[src/rtl/alu_pkg.sv]
// alu_pkg: shared MIPS ALU function codes, datapath defaults and the logic-slice truth-table helper.
package alu_pkg;
    localparam int WIDTH   = 32;
    localparam int SHAMT_W = 5;

    localparam logic [5:0] ALUFUNC_ADD = 6'b000000;
    localparam logic [5:0] ALUFUNC_SUB = 6'b000001;
    localparam logic [5:0] ALUFUNC_AND = 6'b011000;
    localparam logic [5:0] ALUFUNC_OR  = 6'b011110;
    localparam logic [5:0] ALUFUNC_XOR = 6'b010110;
    localparam logic [5:0] ALUFUNC_NOR = 6'b010001;
    localparam logic [5:0] ALUFUNC_A   = 6'b011010;
    localparam logic [5:0] ALUFUNC_SLL = 6'b100000;
    localparam logic [5:0] ALUFUNC_SRL = 6'b100001;
    localparam logic [5:0] ALUFUNC_SRA = 6'b100011;
    localparam logic [5:0] ALUFUNC_EQ  = 6'b110011;
    localparam logic [5:0] ALUFUNC_NEQ = 6'b110001;
    localparam logic [5:0] ALUFUNC_LT  = 6'b110101;
    localparam logic [5:0] ALUFUNC_LEZ = 6'b111101;
    localparam logic [5:0] ALUFUNC_GEZ = 6'b111001;
    localparam logic [5:0] ALUFUNC_GTZ = 6'b111111;

    typedef enum logic [1:0] {
        SEL_ADD   = 2'b00,
        SEL_LOGIC = 2'b01,
        SEL_SHIFT = 2'b10,
        SEL_CMP   = 2'b11
    } slice_sel_e;

    // Each result bit looks up f with {b,a} as the index, b being the MSB.
    function automatic logic [WIDTH-1:0] logic_lut(
        input logic [3:0]       f,
        input logic [WIDTH-1:0] a,
        input logic [WIDTH-1:0] b
    );
        logic [WIDTH-1:0] r;
        r = '0;
        for (int i = 0; i < WIDTH; i++) r[i] = f[{b[i], a[i]}];
        return r;
    endfunction
endpackage

[src/rtl/barrel_shifter.sv]
// barrel_shifter: combinational log shifter, stages 1/2/4/8/16; dir=1 shifts right, arith selects sign fill.
module barrel_shifter #(
    parameter int WIDTH   = 32,
    parameter int SHAMT_W = 5
) (
    input  logic [WIDTH-1:0]   din,
    input  logic [SHAMT_W-1:0] shamt,
    input  logic               dir,
    input  logic               arith,
    output logic [WIDTH-1:0]   dout
);
    logic [SHAMT_W:0][WIDTH-1:0] st;
    logic                        fill;

    assign fill  = arith & din[WIDTH-1];
    assign st[0] = din;

    for (genvar s = 0; s < SHAMT_W; s++) begin : g_stage
        localparam int N = 1 << s;
        assign st[s+1] = !shamt[s] ? st[s] :
                         dir       ? {{N{fill}}, st[s][WIDTH-1:N]} :
                                     {st[s][WIDTH-1-N:0], {N{1'b0}}};
    end

    assign dout = st[SHAMT_W];
endmodule

[src/rtl/alu_logic_shift.sv]
// alu_logic_shift: registered bitwise-logic and barrel-shift slice of the MIPS ALU, one-cycle latency.
module alu_logic_shift
    import alu_pkg::*;
#(
    parameter int WIDTH   = alu_pkg::WIDTH,
    parameter int SHAMT_W = alu_pkg::SHAMT_W
) (
    input  logic               clk,
    input  logic               rst_n,
    input  logic               in_valid,
    input  logic [WIDTH-1:0]   a,
    input  logic [WIDTH-1:0]   b,
    input  logic [SHAMT_W-1:0] shamt,
    input  logic [5:0]         alu_func,
    output logic [WIDTH-1:0]   logic_out,
    output logic [WIDTH-1:0]   shift_out,
    output logic [WIDTH-1:0]   result,
    output logic               out_valid
);
    logic [WIDTH-1:0] logic_nx;
    logic [WIDTH-1:0] shift_nx;
    logic [WIDTH-1:0] result_nx;
    slice_sel_e       sel;

    assign sel = slice_sel_e'(alu_func[5:4]);

    // Mode 10 falls out as SLL: bit 0 alone picks direction.
    barrel_shifter #(.WIDTH(WIDTH), .SHAMT_W(SHAMT_W)) u_shift (
        .din   (b),
        .shamt (shamt),
        .dir   (alu_func[0]),
        .arith (alu_func[1]),
        .dout  (shift_nx)
    );

    always_comb begin
        logic_nx  = logic_lut(alu_func[3:0], a, b);
        result_nx = sel == SEL_LOGIC ? logic_nx :
                    sel == SEL_SHIFT ? shift_nx : '0;
    end

    always_ff @(posedge clk or negedge rst_n) begin
        if (!rst_n) begin
            logic_out <= '0;
            shift_out <= '0;
            result    <= '0;
            out_valid <= 1'b0;
        end else begin
            logic_out <= logic_nx;
            shift_out <= shift_nx;
            result    <= result_nx;
            out_valid <= in_valid;
        end
    end
endmodule

[config.mk]
export PLATFORM = sky130hd
export DESIGN_NAME = alu_logic_shift
export DESIGN_NICKNAME = d
export VERILOG_FILES = /design/src/rtl/alu_pkg.sv /design/src/rtl/barrel_shifter.sv /design/src/rtl/alu_logic_shift.sv
export SDC_FILE = /design/constraint.sdc
export NUM_CORES = 1
export LEC_CHECK = 0
export CORE_AREA = 2 2 146 148
export DETAILED_ROUTE_END_ITERATION = 10
export DIE_AREA = 0 0 148 150
export MAX_ROUTING_LAYER = met4
export SLEW_MARGIN = 10
export SYNTH_ARGS = -nofsm -noshare
export SYNTH_HDL_FRONTEND = slang
export SYNTH_SLANG_ARGS = --single-unit
[constraint.sdc]
create_clock -name clk -period 0.8 [get_ports clk]
set_input_delay 0.08 -clock clk [delete_from_list [all_inputs] [get_ports clk]]
set_output_delay 0.08 -clock clk [all_outputs]
set_load 0.02 [all_outputs]
==> results by group <==
Yosys
  • Number of flops mapped to enable cells by yosys: 0
  • Synth cell count leaders: dfrtp_1, nor2_1, mux2i_1
  • Post-synth top area share: 0.298
  • Cell Area, Synth: 0.00815 mm2
  • Register area share after synthesis: 0.298
  • Mapped Nets: 982
  • Prevailing post-synth register cell: dfrtp_1
  • Largest area contributor in the netlist: dfrtp_1
  • Ranking of synthesized cells by area: dfrtp_1, mux4_2, mux2i_1
  • Asr flop ratio synth: 1.00
  • Yosys reg bits: 97
  • Syn avg cell area: 9.01 um2
  • Synth unique cells: 80
  • Syn Inst Count: 904
  • Number of synthesis warnings: 0

CTS
  • CTS clk-pin slew, worst paths: 0.08 ns
  • Root buf cell: clkbuf_16
  • Cts bufs inserted: 9
  • TritonCTS clock tree: yes
  • Clock Sinks: 97
  • CTS H-tree lvls: 3
  • Clock buffer depth: 2

Route
  • WL per Instance: 32.3 um
  • # DRC: 0
  • Final WL: 56200 um
  • Drt via density: 6.81
  • Via count: 11800
  • Post-route ant nets: 0
  • Starting DRT DRC Count: 1631
  • Pre-Repair DR Iteration Count: 6

Pwr
  • LEAKAGE: 7.15 nW
  • Power Density: 1320 mW/mm2
  • VDD IR-drop max: 0.00106 V

STA
  • Slew @ Worst Pin: 0.530 ns
  • Post-route worst setup slack: -0.980 ns
  • Final setup violation count: 193
  • Final Hold Vio Count: 0
  • Fin crit period: 1.78 ns
  • Final Cycle Share: 2.22
  • Max Slew Vio Count: 0
  • Fmax: 562 MHz
  • Total negative slack: -71.76 ns
  • RSZ-0062 raised after global routing: yes
  • Slew Limit Headroom: 0.645

Setup path
  • CP max stage delay: 0.56 ns
  • Setup CP Type: in2reg
  • CP startpoint kind: primary input
  • Most used cell, CP: buf_6
  • CP required: 1.05 ns
  • Worst-path cell chain: buf_16, buf_6, a21boi_2, buf_4, o221ai_4, buf_6, nand4_1, o211ai_1, or4_4, a22o_1
  • Worst Setup EP: result[3]
  • CP arrival: 2.03 ns
  • Delay-heaviest family, CP: compound AO/OA/AOI/OAI gates
  • Bufs and invs on worst path: 4
  • CP Depth: 10
  • Crit. Startpoint: alu_func[0]
  • Slowest stage cell, crit path: or4_4
  • Worst setup EP type: register
  • Crit path max fanout: 5

Job
  • Max Cap Violations: 0

Die
  • Width of the die: 148 um
  • IO Pins: 175
  • Core Area: 0.0207 mm2
  • Die area: 0.0222 mm2
  • Row cnt: 53
  • Die H: 150 um
  • Initial Util: 0.394

Cells and area
  • Final #Nets: 1533
  • Layout Cells excl Fill: 1739
  • Layout cells sized above 1: 0.705
  • Area Overhead vs Synth: 112%
  • Final instance area: 0.0173 mm2
  • Filler cells: 1098

Global route
  • Gr ovfl total: 0
  • Vias in the first global route: 11200
  • Largest net degree at the start of global routing: 61
  • Total track usage: 0.458
  • Antenna violations before repair: 2
  • First-pass GRT wire length: 72400 um

Placed design
  • Dpl cells: 1621
  • Area after DPL: 0.0130 mm2
  • # port buffers: 174
  • Post-DP HPWL: 35600 um
  • RD Place Congestion: 1.10

Worst hold path
  • Hold Path Class: in2reg

Run status
  • Failing checks: negative setup slack
  • Outcome: finished, violations left
==> layer usage <==
layer  vias to the layer above  GRT usage  part of all wire
li1                       4590          -                 -
met3                       489      0.112              0.13
met1                      5645      0.568              0.34
met2                      1111      0.676              0.42
met5                         -          -                 0
met4                         0      0.276              0.11
==> timing repair <==
item / CTS / global route
resized for setup: 1176 / 202
hold buffers: 1 / 0
pin swaps: 139 / 72
hold endpoints to repair: 97 / 0
gates cloned: 13 / 3
setup endpoints to repair: 193 / 193
buffers inserted: 73 / 30
==> area by class of cell <==
| type | instances | area, um2 | area share |
|---|---|---|---|
| Timing Repair Buffer | 650 | 6450 | 0.374 |
| Inverter | 9 | 57.6 | 0.00333 |
| Multi-Input combinational cell | 688 | 7660 | 0.444 |
| Clock inverter | 7 | 92.6 | 0.00536 |
| Tap cell | 275 | 344 | 0.0199 |
| Antenna cell | 4 | 10.0 | 0.000580 |
| Clock buffer | 9 | 225 | 0.0130 |
| Sequential cell | 97 | 2430 | 0.141 |
==> how the worst min path moves through the flow <==
stage                from       endpoint  cells past startpoint
finish               b[7]   logic_out[7]                      2
detailed placement  rst_n  logic_out[28]                      2
floorplan           rst_n   logic_out[0]                      0
global route         b[7]   logic_out[7]                      2
CTS                  b[7]   logic_out[7]                      2
global placement    rst_n  logic_out[21]                      2
==> cells in the final DEF (no fill, tap or decap), types with 19 or more instances in the layout <==
cell type        n
mux4_2          38
buf_4          333
buf_2           21
o21ai_1         25
mux2i_1         29
nor2_4          20
mux2i_4         26
nor2_1          53
nand2_1         54
dlygate4sd2_1   21
buf_6          185
nor2_2          26
dfrtp_1         97
mux2i_2         24
a211oi_2        19
buf_12          32
==> power breakdown <==
part           leakage, nW  internal, W  switching, W
Combinational         5.79      0.00584       0.00666
Clock                0.156      0.00252       0.00210
Sequential            1.20      0.00542      0.000253
Total                 7.15       0.0138       0.00900
==> state kept, by name, indices dropped and copies added, names as in the netlist <==
register	flops
result	32
logic_out	32
shift_out	32
out_valid	1
==> metrics by stage <==
step	total power (W)	hold slack [ns]	utilization	setup slack (ns)
after CTS	0.0212	0.117	0.784	-0.851
final	0.0228	0.130	0.835	-0.980
after global placement	0.0143	0.0699	0.627	-1.87
after floorplan	0.00963	-0.216	-	-1.00
after detailed placement	0.0144	0.0871	0.627	-1.87
after global routing	0.0233	0.112	0.834	-1.01
==> logic make-up after synthesis <==
kind of cell | count (synthesis) | share of synthesized area
flip-flops | 97 | 0.298
multiplexers | 125 | 0.214
buffers and inverters | 119 | 0.0751
AND/OR/NAND/NOR | 257 | 0.144
AO/OA/AOI/OAI | 306 | 0.269
Note: power is estimated with default switching activity, not from simulation.
